<file path="src/rtl/vga_mode_sequencer.sv">
// vga_mode_sequencer
//   Produces the 2-bit pattern select for the VGA pattern generator from two board push buttons.
//   key_n[0] requests a step to the next mode. key_n[1] toggles between manual and auto-cycle
//   operation. A mode change only takes effect on a frame boundary (synchronized vsync falling
//   edge), so a frame never shows two modes.
//
//   Build option: define VGA_SEQ_DEBOUNCE_EN to debounce the keys over DEBOUNCE_CYCLES stable
//   clocks. With it undefined, the synchronized key level is used directly, and DEBOUNCE_CYCLES
//   and DB_W have no effect.
//
// Ports
//   clk         system clock (the pixel clock is derived from it)
//   rst_n       asynchronous reset, active low
//   key_n[1:0]  board buttons, active low, asynchronous; [0]=next mode, [1]=auto toggle
//   vsync       vsync from the VGA timing generator, active low
//   mode[1:0]   pattern select to the generator
//   auto_on     high while auto-cycling
//   frame_tick  one-cycle pulse per frame boundary, aligned with any new mode value

module vga_mode_sequencer #(
  parameter int unsigned DEBOUNCE_CYCLES = 500000,
  parameter int unsigned DB_W            = 19,
  parameter int unsigned FRAMES_PER_STEP = 120
) (
  input  logic       clk,
  input  logic       rst_n,
  input  logic [1:0] key_n,
  input  logic       vsync,
  output logic [1:0] mode,
  output logic       auto_on,
  output logic       frame_tick
);

  // Reject configurations the counters cannot represent.
  if (DEBOUNCE_CYCLES < 1 ||
      (longint'(DEBOUNCE_CYCLES) - 1) >= (longint'(1) << DB_W) ||
      FRAMES_PER_STEP < 1 || FRAMES_PER_STEP > 255) begin : g_param_err
    $error("vga_mode_sequencer: illegal DEBOUNCE_CYCLES/DB_W/FRAMES_PER_STEP");
  end

  typedef enum logic [0:0] {StManual, StAuto} state_e;

  localparam logic [7:0] FrameLast = 8'(FRAMES_PER_STEP - 1);

  // Synchronizers; preset to the released / inactive level.
  logic [1:0] key_s1_q, key_s2_q;
  logic       vs_s1_q, vs_s2_q, vs_prev_q;

  always_ff @(posedge clk or negedge rst_n) begin
    if (!rst_n) begin
      key_s1_q  <= 2'b11;
      key_s2_q  <= 2'b11;
      vs_s1_q   <= 1'b1;
      vs_s2_q   <= 1'b1;
      vs_prev_q <= 1'b1;
    end else begin
      key_s1_q  <= key_n;
      key_s2_q  <= key_s1_q;
      vs_s1_q   <= vsync;
      vs_s2_q   <= vs_s1_q;
      vs_prev_q <= vs_s2_q;
    end
  end

  logic fb;
  assign fb = vs_prev_q & ~vs_s2_q;

  // Accepted (stable) key level per button.
  logic [1:0] stable;

`ifdef VGA_SEQ_DEBOUNCE_EN
  localparam logic [DB_W-1:0] DbLast = DB_W'(DEBOUNCE_CYCLES - 1);

  logic [1:0]            stable_q, stable_d;
  logic [1:0][DB_W-1:0]  db_cnt_q, db_cnt_d;

  // The counter only runs while the synced level disagrees with the accepted level.
  always_comb begin
    stable_d = stable_q;
    db_cnt_d = '0;
    for (int i = 0; i < 2; i++) begin
      if (key_s2_q[i] != stable_q[i]) begin
        if (db_cnt_q[i] == DbLast) begin
          stable_d[i] = key_s2_q[i];
        end else begin
          db_cnt_d[i] = db_cnt_q[i] + DB_W'(1);
        end
      end
    end
  end

  always_ff @(posedge clk or negedge rst_n) begin
    if (!rst_n) begin
      stable_q <= 2'b11;
      db_cnt_q <= '0;
    end else begin
      stable_q <= stable_d;
      db_cnt_q <= db_cnt_d;
    end
  end

  assign stable = stable_q;
`else
  assign stable = key_s2_q;
`endif

  // Press event: accepted level went 1 -> 0. Releases are ignored.
  logic [1:0] stable_prev_q, press_q;

  always_ff @(posedge clk or negedge rst_n) begin
    if (!rst_n) begin
      stable_prev_q <= 2'b11;
      press_q       <= 2'b00;
    end else begin
      stable_prev_q <= stable;
      press_q       <= stable_prev_q & ~stable;
    end
  end

  logic next_ev, toggle_ev;
  assign next_ev   = press_q[0];
  assign toggle_ev = press_q[1];

  // Sequencer state.
  state_e     state_q, state_d;
  logic [1:0] mode_q, mode_d;
  logic       pending_q, pending_d;
  logic [7:0] frame_cnt_q, frame_cnt_d;
  logic       frame_tick_q;

  always_ff @(posedge clk or negedge rst_n) begin
    if (!rst_n) begin
      state_q      <= StManual;
      mode_q       <= 2'd0;
      pending_q    <= 1'b0;
      frame_cnt_q  <= 8'd0;
      frame_tick_q <= 1'b0;
    end else begin
      state_q      <= state_d;
      mode_q       <= mode_d;
      pending_q    <= pending_d;
      frame_cnt_q  <= frame_cnt_d;
      frame_tick_q <= fb;
    end
  end

  // A toggle press takes priority over everything else in its cycle, including a next press.
  // A next press arriving with fb is applied after that fb's decision, so it waits for the
  // following boundary.
  always_comb begin
    state_d     = state_q;
    mode_d      = mode_q;
    pending_d   = pending_q;
    frame_cnt_d = frame_cnt_q;
    if (toggle_ev) begin
      pending_d = 1'b0;
      if (state_q == StManual) begin
        state_d     = StAuto;
        frame_cnt_d = 8'd0;
      end else begin
        state_d = StManual;
      end
    end else begin
      unique case (state_q)
        StManual: begin
          if (fb && pending_q) begin
            mode_d    = mode_q + 2'd1;
            pending_d = 1'b0;
          end
        end
        StAuto: begin
          if (fb) begin
            if (frame_cnt_q == FrameLast || pending_q) begin
              mode_d      = mode_q + 2'd1;
              frame_cnt_d = 8'd0;
              pending_d   = 1'b0;
            end else begin
              frame_cnt_d = frame_cnt_q + 8'd1;
            end
          end
        end
      endcase
      if (next_ev) begin
        pending_d = 1'b1;
      end
    end
  end

  always_comb begin
    mode       = mode_q;
    auto_on    = (state_q == StAuto);
    frame_tick = frame_tick_q;
  end

endmodule

</file>
<file path="config.mk">
export PLATFORM = sky130hd
export DESIGN_NAME = vga_mode_sequencer
export DESIGN_NICKNAME = d
export VERILOG_FILES = /design/src/rtl/vga_mode_sequencer.sv
export SDC_FILE = /design/constraint.sdc
export NUM_CORES = 1
export LEC_CHECK = 0
export CAP_MARGIN = 20
export CORE_ASPECT_RATIO = 0.8
export CORE_MARGIN = 2
export CORE_UTILIZATION = 40
export CTS_BUF_LIST = sky130_fd_sc_hd__clkbuf_8
export DETAILED_ROUTE_END_ITERATION = 10
export PLACE_DENSITY_LB_ADDON = 0.12
export SYNTH_ARGS = -nofsm -noshare
export SYNTH_HDL_FRONTEND = slang
export SYNTH_SLANG_ARGS = --single-unit
</file>
<file path="constraint.sdc">
create_clock -name clk -period 1.7 [get_ports clk]
set_clock_uncertainty 0.05 [all_clocks]
set_input_delay 0.34 -clock clk [delete_from_list [all_inputs] [get_ports clk]]
set_output_delay 0.34 -clock clk [all_outputs]
set_load 0.005 [all_outputs]
</file>
**Word level (Yosys, flattened, before mapping)**

Cells that the tools add are included.

- Flip-flop bits (word level): 24
- Bits in writable memories: 0
- Latch bits: 0
- Output and inout bits: 4
- ROM bits: 0
- Memories kept: 0
- Word-level logic and storage cells: 51

- Multiplexer cells: 16
- Shifts and indexed selects: 0
- Equality and inequality tests: 8
- Divide/modulo/power cells: 0
- $lt $le $gt $ge: 0
- Multipliers: 0
- Bitwise operators: 6
- Add/subtract/negate cells: 2
- Reduce and logical (&&, ||, !) cells: 7

Operators by type and width:

| kind | number |
|---|---|
| $mux 8 | 5 |
| $add 8x1->8 const B | 1 |
| $eq 8x7->1 const B | 1 |
| $ne 4x3->1 const B | 2 |
| $mux 1 | 6 |
| $mux 2 | 3 |
| $reduce_and 3->1 | 2 |
| $ne 2x1->1 const B | 2 |
| $ne 2x2->1 const B | 2 |
| $ne 4x4->1 const B | 1 |
| $pmux 2 s2 | 1 |
| $reduce_and 4->1 | 1 |
| $reduce_bool 2->1 | 2 |
| $not 1->1 | 3 |
| $add 2x1->2 const B | 1 |
| $and 2x2->2 | 1 |
| $not 2->2 | 1 |
| $pmux 1 s2 | 1 |
| $and 1x1->1 | 1 |
| $logic_and 1x1->1 | 1 |
| $logic_or 1x1->1 | 1 |

**Longest topological paths before layout**

- Depth in word-level cells: 7
- Gate-level depth with buffers: 6
- Gate-level depth less buffers: 5

**Worst setup path after synthesis**

Ideal clock, no wire load.

- Path type: flip-flop to flip-flop
- Start point: register vs_prev_q
- End point: register frame_cnt_q[6]
- Library setup time: 0.082 ns
- Setup slack: -0.097 ns
- Data required time: 1.568 ns
- Arrival: 1.666 ns
- Buffers on the path: 1
- Cell stages (with the launch flop): 6
- Cell sequence: dfstp_2 or3b_4 a2111oi_4 buf_6 a41oi_2 a31oi_1

- Longest elaborated chain between the ends: 3

Ends and longest elaborated chain:

| what | RTL line | RTL |
|---|---|---|
| start: declaration | 47 | `logic vs_s1_q, vs_s2_q, vs_prev_q;` |
| start signal: assignment | 61 | `vs_prev_q <= vs_s2_q;` |
| $and 1x1->1 | 66 | `assign fb = vs_prev_q & ~vs_s2_q;` |
| $reduce_bool 2->1 (no source line) | - |  |
| $reduce_and 3->1 (no source line) | - |  |
| end signal: assignment | 142 | `frame_cnt_q <= frame_cnt_d;` |
| end: declaration | 128 | `logic [7:0] frame_cnt_q, frame_cnt_d;` |

Every way passes these cells.
A chain may end at the register's enable or synchronous reset.

**Worst setup path after layout**

- Start point: register vs_prev_q
- End point: register frame_cnt_q[3]

Same word-level chain as after synthesis.

==> summary.txt <==
Timing
  – Final hold vios: 0
  – Fin crit share: 101%
  – Pins Over Slew Limit: 0
  – Setup tns final: -42.5 ps
  – Min cycle time layout: 1720 ps
  – Final worst slack: -18.0 ps
  – Worst-margin pin slew: 384 ps
  – Relative slew slack: 74.4%
  – Fmax: 582 MHz
  – Unrepaired setup endpoints after global routing: true
  – Count of final setup violators: 3

Drt
  – Antenna-violating nets left: 0
  – Total number of vias: 622
  – DR DRC count: 0
  – DRT Pass-1 Iters: 4
  – Final WL: 1630 um
  – Initial DRC count: 15
  – Routed len/inst: 12.9 um
  – Vias per cell: 4.94

Synthesis
  – Seq/Total Area, Yosys: 62.1%
  – Post-synthesis simple-gate area fraction: 15.5%
  – Syn nets: 82
  – Total number of yosys warnings: 0
  – Ys flop type: dfrtp_1
  – Syn_area_per_cell: 13.0 sq um
  – Post-Synth Adder-Cell Area: 1.27%
  – XOR/XNOR Fraction of Synth Area: 2.67%
  – Compound-Gate Fraction of Synth Area: 15.4%
  – Synth Instances: 76
  – Main combinational cell family by area after synthesis: simple AND/OR/NAND/NOR gates
  – Proportion of synthesized area in mux cells: 1.14%
  – FF+latch count, synth: 24
  – Synth async-reset ratio: 100%
  – Mapped Area: 985 sq um
  – Yosys cell types: 27
  – Post-synth EDFFs: 0

Placement
  – Dpl cell area: 1180 sq um
  – Place WS: -80.0 ps
  – IO buf count: 8
  – Placed wire-length estimate: 1180 um
  – Gpl congestion: 0.807

Finish
  – Area added between synthesis and finish: 28.6%
  – Post-layout nets: 106
  – Fill count: 200
  – Final Cell Area: 1270 sq um
  – Reg area: 612 sq um
  – Layout cells sized above 1: 34.3%
  – Multi-input gate area: 367 sq um
  – Diode count: 0

Clock network
  – CTS HTree Levels: 1
  – TritonCTS Sinks: 24
  – Clk buf depth: 2
  – CTS clk-pin slew, worst paths: 80 ps
  – CTS Buf Count: 3
  – Worst-Skew Late Latency: 260 ps
  – CTS tree: yes
  – Root Buffer: clkbuf_8

Critical path
  – CP Launch Type: register
  – Critical path class: reg -> reg
  – Crit end category: register
  – Cell chain of the critical path: or3b_4 > a2111oi_4 > buf_2 > a21oi_2 > a31oi_1
  – Crit path required time: 1840 ps
  – Max FO, Critical Path: 5
  – Worst path max stage delay: 530 ps
  – Arr. time, crit path: 1860 ps
  – Crit-path slowest cell: dfstp_2

Job
  – Max-cap viol count: 0

Global routing
  – All-layer global routing usage: 13.7%
  – Largest net degree at the start of global routing: 25
  – GRT overflow: 0
  – First-pass GRT wire length: 2920 um
  – Vias in the first global route: 635
  – Initial antenna violation count: 0

Power and ir drop
  – Power Density: 1210 nW/um^2
  – Max IR drop VDD: 534 uV
  – Total power: 1.53 mW
  – Pleak: 0.567 nW

Floorplan
  – Die height: 48.4 um
  – I/O Pins: 9
  – Chip width: 59.5 um
  – Starting density of the core: 41.3%
  – Core Area: 2380 sq um
  – Rows: 16
  – Die footprint: 2880 sq um

Run status
  – Status: finished with violations
  – Failing checks: setup timing

Min path
  – Min-delay worst type: reg -> reg
-- registers in the layout (all words and copies together) (netlist names) --
signal         count
press_q            2
stable_prev_q      2
vs_prev_q          1
mode               2
frame_cnt_q        8
vs_s1_q            1
key_s2_q           2
frame_tick         1
pending_q          1
vs_s2_q            1
auto_on            1
key_s1_q           2
-- placed cells by master (no fill, tap or decap), types with 4 or more instances in the layout --
| cell | instances |
|---|---|
| nor2b_1 | 5 |
| dfrtp_1 | 15 |
| nor2_1 | 7 |
| dfstp_2 | 9 |
| a31oi_1 | 4 |
| clkdlybuf4s50_1 | 8 |
| buf_4 | 11 |
-- Yosys cell counts (2+ instances only) --
cell type | number | area (sq um)
a31oi_1 | 4 | 25.0
dfstp_2 | 9 | 236
nand2_1 | 2 | 7.51
a21oi_1 | 4 | 20.0
xor2_1 | 3 | 26.3
nor2_1 | 7 | 26.3
nor2b_1 | 5 | 31.3
dfrtp_1 | 15 | 375
a22o_1 | 3 | 26.3
a21o_1 | 3 | 22.5
nand3_1 | 3 | 15.0
and3_1 | 3 | 18.8
-- metrics by stage --
step                      hold slack, ps  util (%)  cells
after CTS                            310      52.9    126
after global routing                 314      53.2    126
final                                308      53.2    126
after floorplan                    -5.59         -     76
after global placement               296      49.4    121
after detailed placement             297      49.4    121
-- layout make-up --
class / instances / share of cell area, %
Clock buffer: 3 / 3.26
Inverter: 1 / 0.296
Sequential cell: 24 / 48.3
Tap cell: 27 / 2.67
Clock inverter: 1 / 2.37
Timing Repair Buffer: 21 / 14.1
Multi-Input combinational cell: 49 / 29.0
-- critical path, delay by kind of cell, from the launching register on --
kind                   cells  cell delay, ps
AOI/OAI and AO/OA          3             440
buffers and inverters      1             230
DFF                        1             530
and+or+nand+nor            1             400
-- metal layers --
layer | routed length (um) | part of all wire (%) | global-route usage, % | vias to the layer above
met5 | 0 | 0 | 0 | -
met4 | 13 | 0.80 | 5.68 | 0
met3 | 76 | 4.7 | 6.15 | 2
met2 | 695 | 43 | 18.3 | 12
met1 | 840 | 52 | 19.1 | 293
li1 | - | - | - | 315
-- where the power goes --
part           leakage, nW  total (mW)  switching [mW]  internal (mW)
Sequential           0.292       0.728          0.0715          0.657
Combinational        0.240       0.317           0.123          0.194
Clock               0.0357       0.485           0.171          0.314
Total                0.567        1.53           0.365           1.17
-- kinds of logic (layout without fill, tap and decap cells) --
group | after synthesis | after routing
and+or+nand+nor | 26 | 26
DFF | 24 | 24
AOI/OAI and AO/OA | 18 | 18
xor gates and xnor gates | 3 | 3
buffers and inverters | 3 | 26
adders and majority gates | 1 | 1
muxes | 1 | 1
-- worst paths after layout --
| path | start | end | slack [ps] | cells past startpoint |
|---|---|---|---|---|
| min in group asynchronous | rst_n | frame_tick | 380 | 2 |
| max in group asynchronous | rst_n | key_s2_q[1] | 940 | 2 |
| setup reg to reg | vs_prev_q | frame_cnt_q[3] | -20 | 5 |
| hold reg to reg | vs_s1_q | vs_s2_q | 310 | 0 |
| hold / removal | vs_s1_q | vs_s2_q | 310 | 0 |
| setup / recovery | vs_prev_q | frame_cnt_q[3] | -20 | 5 |
-- timing repair --
item                       4_1_cts  5_1_grt
pin swaps                        2        3
gates cloned                     1        0
hold buffers                     0        0
resized for setup                2        1
buffers inserted                 0        0
setup endpoints to repair        5        9
(Power assumes the default switching activity.)
